**src/rtl/mm_pkg.sv**
```systemverilog
// mm_pkg: shared types and arithmetic helpers for the row-serial matrix multiplier
package mm_pkg;
  typedef enum logic [1:0] {IDLE, COMPUTE, DONE} mm_state_t;
  localparam int MAXW = 64;
  typedef struct packed {
    logic ovf;
    logic [MAXW-1:0] val;
  } narrow_t;
  function automatic int acc_width(input int dw, input int ca);
    return 2 * dw + ((ca > 1) ? $clog2(ca) : 1);
  endfunction
  function automatic narrow_t narrow(input logic [MAXW-1:0] acc, input logic sgn, input logic sat, input int ow);
    narrow_t r;
    logic [MAXW-1:0] hi, lo, mask, wrapped;
    logic over, under;
    mask = (MAXW'(1) << ow) - MAXW'(1);
    hi = sgn ? (MAXW'(1) << (ow - 1)) - MAXW'(1) : mask;
    lo = sgn ? ~hi : '0;
    over = sgn ? ($signed(acc) > $signed(hi)) : (acc > hi);
    under = sgn && ($signed(acc) < $signed(lo));
    wrapped = (sgn && acc[ow-1]) ? (acc & mask) | ~mask : acc & mask;
    r.val = sat ? (over ? hi : under ? lo : acc) : wrapped;
    r.ovf = sat ? (over | under) : (wrapped != acc);
    return r;
  endfunction
endpackage

```
**src/rtl/mm_row_mac.sv**
```systemverilog
// mm_row_mac: one row of A times all of B; ports a_row (one A row), b (full B), acc (COLS_B sums)
module mm_row_mac #(
  parameter int DATA_WIDTH = 8,
  parameter int COLS_A = 2,
  parameter int COLS_B = 2,
  parameter int ACC_WIDTH = 17,
  parameter int SIGNED = 0
) (
  input  logic [COLS_A*DATA_WIDTH-1:0] a_row,
  input  logic [COLS_A*COLS_B*DATA_WIDTH-1:0] b,
  output logic [COLS_B*ACC_WIDTH-1:0] acc
);
  function automatic logic [ACC_WIDTH-1:0] ext(input logic [DATA_WIDTH-1:0] x);
    return {{(ACC_WIDTH-DATA_WIDTH){SIGNED != 0 && x[DATA_WIDTH-1]}}, x};
  endfunction
  always_comb begin
    acc = '0;
    for (int j = 0; j < COLS_B; j++)
      for (int k = 0; k < COLS_A; k++)
        acc[j*ACC_WIDTH +: ACC_WIDTH] = acc[j*ACC_WIDTH +: ACC_WIDTH]
          + ext(a_row[k*DATA_WIDTH +: DATA_WIDTH]) * ext(b[(k*COLS_B+j)*DATA_WIDTH +: DATA_WIDTH]);
  end
endmodule

```
**src/rtl/matrix_multiplier_seq.sv**
```systemverilog
// matrix_multiplier_seq: row-serial C = A*B with valid/ready in (a, b) and out (c, ovf); busy while not IDLE
module matrix_multiplier_seq
  import mm_pkg::*;
#(
  parameter int DATA_WIDTH = 8,
  parameter int ROWS_A = 2,
  parameter int COLS_A = 2,
  parameter int COLS_B = 2,
  parameter int OUT_WIDTH = 16,
  parameter int SIGNED = 0,
  parameter int SATURATE = 1
) (
  input  logic clk,
  input  logic rst,
  input  logic in_valid,
  output logic in_ready,
  input  logic [ROWS_A*COLS_A*DATA_WIDTH-1:0] a,
  input  logic [COLS_A*COLS_B*DATA_WIDTH-1:0] b,
  output logic out_valid,
  input  logic out_ready,
  output logic [ROWS_A*COLS_B*OUT_WIDTH-1:0] c,
  output logic ovf,
  output logic busy
);
  localparam int ACCW = acc_width(DATA_WIDTH, COLS_A);
  localparam int RW = ROWS_A > 1 ? $clog2(ROWS_A) : 1;
  localparam int AR = COLS_A * DATA_WIDTH;
  localparam int CR = COLS_B * OUT_WIDTH;
  mm_state_t state;
  logic [ROWS_A*AR-1:0] a_q;
  logic [COLS_A*COLS_B*DATA_WIDTH-1:0] b_q;
  logic [RW-1:0] row;
  logic [COLS_B*ACCW-1:0] acc;
  logic [CR-1:0] row_c;
  logic row_ovf;
  logic [MAXW-1:0] wide;
  narrow_t n;
  mm_row_mac #(.DATA_WIDTH(DATA_WIDTH), .COLS_A(COLS_A), .COLS_B(COLS_B), .ACC_WIDTH(ACCW), .SIGNED(SIGNED))
    u_mac (.a_row(a_q[int'(row)*AR +: AR]), .b(b_q), .acc(acc));
  always_comb begin
    row_c = '0;
    row_ovf = 1'b0;
    wide = '0;
    n = '0;
    for (int j = 0; j < COLS_B; j++) begin
      wide = {{(MAXW-ACCW){SIGNED != 0 && acc[j*ACCW+ACCW-1]}}, acc[j*ACCW +: ACCW]};
      n = narrow(wide, SIGNED != 0, SATURATE != 0, OUT_WIDTH);
      row_c[j*OUT_WIDTH +: OUT_WIDTH] = n.val[OUT_WIDTH-1:0];
      row_ovf = row_ovf | n.ovf;
    end
  end
  always_ff @(posedge clk) begin
    if (rst) begin
      state <= IDLE;
      row <= '0;
      c <= '0;
      ovf <= 1'b0;
      out_valid <= 1'b0;
      in_ready <= 1'b1;
      busy <= 1'b0;
    end else begin
      case (state)
        IDLE: if (in_valid) begin
          a_q <= a;
          b_q <= b;
          row <= '0;
          ovf <= 1'b0;
          in_ready <= 1'b0;
          busy <= 1'b1;
          state <= COMPUTE;
        end
        COMPUTE: begin
          c[int'(row)*CR +: CR] <= row_c;
          ovf <= ovf | row_ovf;
          row <= row + 1'b1;
          if (row == RW'(ROWS_A - 1)) begin
            out_valid <= 1'b1;
            state <= DONE;
          end
        end
        DONE: if (out_ready) begin
          out_valid <= 1'b0;
          in_ready <= 1'b1;
          busy <= 1'b0;
          state <= IDLE;
        end
        default: state <= IDLE;
      endcase
    end
  end
endmodule
```
**config.mk**
```make
export PLATFORM = sky130hd
export DESIGN_NAME = matrix_multiplier_seq
export DESIGN_NICKNAME = d
export VERILOG_FILES = /design/src/rtl/mm_pkg.sv /design/src/rtl/mm_row_mac.sv /design/src/rtl/matrix_multiplier_seq.sv
export SDC_FILE = /design/constraint.sdc
export NUM_CORES = 1
export LEC_CHECK = 0
export CAP_MARGIN = 40
export CORE_MARGIN = 5
export CORE_UTILIZATION = 42
export DETAILED_ROUTE_END_ITERATION = 10
export MAX_ROUTING_LAYER = met4
export PLACE_DENSITY = 0.58
export SLEW_MARGIN = 30
export SYNTH_ARGS = -nofsm -noshare
export SYNTH_HDL_FRONTEND = slang
export SYNTH_SLANG_ARGS = --single-unit
```
**constraint.sdc**
```tcl
create_clock -name clk -period 9.4 [get_ports clk]
set_input_delay 1.88 -clock clk [delete_from_list [all_inputs] [get_ports clk]]
set_output_delay 1.88 -clock clk [all_outputs]
set_load 0.01 [all_outputs]
```
==> out/qor.yml <==
status: "finished, final reports clean"
setup_viol: 0
grt_pass1_vias: 10267
clk_pin_slew_ps: 60
core_um2: 31720
pre_cts_slack_ps: 2167
synth_cell_types: 52
die_area_um2: 36060
crit_fanout: 23
routabilityCongestion: 0.8600
avgViaCountPerCell: 5.015
fin_nets: 1889
hpwlAfterDp_um: 26340
gr-total-overflow: 0
avgRoutedWirePerCell_um: 17.33
cts_tree: "yes"
clkLatencyLatePin_ps: 440
port_buffers: 135
rsz0062_at_grt: "false"
worstSetupEndpointType: "flip-flop"
die-height_um: 189.9
rrSetupSlack_ps: 2170
hold_violations: 0
grt_max_degree: 74
antenna_found_initial: 0
row_count: 65
synthFlopType: "dfxtp_1"
cp.required_ps: 9750
start_util: 0.4285
ys_ff_latch: 135
post_cts_buffers: 0
dr.pass1.iters: 5
fin_crit_ps: 7235
synthCells: 1380
cts_resized: 0
fmax_ghz: 0.1382
postCtsHoldBufs: 0
synth_fp_nets: 1772
slew_violations: 0
drive_above_1_share: 0.04241
insertedDiodeCount: 0
gr-usage-all-layers: 0.2000
io-pin-count: 136
synth_enable_flop_cells: 64
cts_made_buffers: 17
cts_root_buf: "clkbuf_16"
vias: 9584
fill_cells: 2976
cap_viol_max_count: 0
final.setup.tns_ps: 0
worst_slack_ps: 2165
cp-start-kind: "flip-flop"
final_cell_mix: "inv_1 (279), fa_1 (194), and2_1 (159)"
h-tree-depth: 4
synth_area_um2: 13590
clockBufferDepth: 2
async_flop_share: 0
drc_errors: 0
worstSetupPathType: "flip-flop to flip-flop"
finalCritPeriodShare: 0.7697
first_iter_violations: 376
area_growth_pct: 17.65
yosysSeqAreaShare: 0.2460
worstPathArrival_ps: 7590
grt_pass1_wl_um: 55010
die_w_um: 189.9
mostFrequentLayoutCell: "inv_1"
fin_skew_ps: 9.085
worst_pin_slew_ps: 767.2
final_antenna_net_count: 0
relSlewSlack: 0.4885
yosys_warnings: 0
min_path_type: "flip-flop to flip-flop"
cts_sinks: 135
synth.avg_cell_area_um2: 9.848
routed_wl_um: 33120
-- cells in the mapped netlist (2+ instances only) --
| library cell | instances | area (um2) |
|---|---|---|
| a211o_1 | 4 | 35.03 |
| a211oi_1 | 26 | 195.2 |
| a21boi_0 | 3 | 22.52 |
| a21o_1 | 11 | 82.58 |
| a21oi_1 | 34 | 170.2 |
| a221oi_2 | 2 | 30.03 |
| a311o_1 | 2 | 20.02 |
| a311oi_1 | 24 | 210.2 |
| a31oi_1 | 3 | 18.77 |
| and2_1 | 160 | 1001 |
| and3_1 | 3 | 18.77 |
| buf_2 | 2 | 10.01 |
| clkbuf_1 | 41 | 153.9 |
| dfxtp_1 | 71 | 1421 |
| edfxtp_1 | 64 | 1922 |
| fa_1 | 194 | 3884 |
| ha_1 | 130 | 1627 |
| inv_1 | 279 | 1047 |
| mux2_2 | 16 | 180.2 |
| mux2i_1 | 2 | 20.02 |
| nand2_1 | 109 | 409.1 |
| nand2b_1 | 6 | 37.54 |
| nand3_1 | 2 | 10.01 |
| nand3b_1 | 3 | 22.52 |
| nand4_1 | 3 | 18.77 |
| nor2_1 | 87 | 326.6 |
| nor2b_1 | 5 | 31.28 |
| nor3_1 | 29 | 145.1 |
| o211ai_1 | 2 | 15.01 |
| o21a_1 | 6 | 45.04 |
| o21ai_0 | 11 | 55.05 |
| o21bai_1 | 2 | 15.01 |
| o31a_1 | 2 | 17.52 |
| or2_2 | 2 | 12.51 |
| or3_1 | 3 | 18.77 |
| xnor2_1 | 16 | 140.1 |
| xor2_1 | 6 | 52.55 |
-- kinds of logic after synthesis --
group	after synthesis	synth area share
xor gates and xnor gates	24	0.01657
muxes	18	0.01473
buffers and inverters	323	0.08995
adders and majority gates	324	0.4054
AOI/OAI and AO/OA	139	0.07356
DFF	135	0.2460
and+or+nand+nor	417	0.1537
-- routing by layer --
metal	GRT usage	vias up	wire length, um
met5	-	-	0
met4	0.05954	0	720
met3	0.02862	38	814
met2	0.3522	123	17720
met1	0.2393	4832	13870
li1	-	4591	-
-- worst max-delay path, stage by stage, from the launching register on --
cell      delay [ps]
dfxtp_1          300
buf_4            310
mux2_2           520
and2_1           230
fa_1             530
inv_1             50
fa_1             480
inv_1             60
fa_1             520
fa_1             540
fa_1             550
inv_1             60
fa_1             520
inv_1             40
ha_1             350
and3_1           220
a221oi_2         330
nor3_1           110
a221o_1          390
xor2_2           610
nor2_1           150
a211oi_1         240
-- through the flow --
| stage | instances | utilization | hold WS [ps] | cell area, um2 |
|---|---|---|---|---|
| floorplan | 1380 | - | 510.1 | 13590 |
| global placement | 1876 | 0.4824 | 486.5 | 15300 |
| detailed placement | 1880 | 0.4852 | 488.8 | 15390 |
| CTS | 1911 | 0.5041 | 500.0 | 15990 |
| global route | 1911 | 0.5041 | 521.2 | 15990 |
| finish | 1911 | 0.5041 | 495.3 | 15990 |
-- state kept, by name (all words and copies together) (netlist names) --
signal and count:
c 64, a_q 32, b_q 32, state 2
busy 1, in_ready 1, out_valid 1, ovf 1
row 1
-- final cells by class --
class | instances | area, um2 | share of cell area
Timing Repair Buffer | 142 | 1459 | 0.09124
Clock inverter | 4 | 27.53 | 0.001722
Multi-Input combinational cell | 922 | 9039 | 0.5653
Tap cell | 402 | 503.0 | 0.03146
Clock buffer | 27 | 570.5 | 0.03568
Inverter | 279 | 1047 | 0.06550
Sequential cell | 135 | 3343 | 0.2091
-- path summary, 6_finish.rpt --
path	startpoint	endpoint	cells after the start
min reg2reg	c[0]	c[0]	2
max	row	c[13]	21
min	c[0]	c[0]	2
max reg2reg	row	c[13]	21
Power is left out: the tool's default activity adds up to more than one toggle a clock period on the data nets, which glitch-free logic cannot reach.
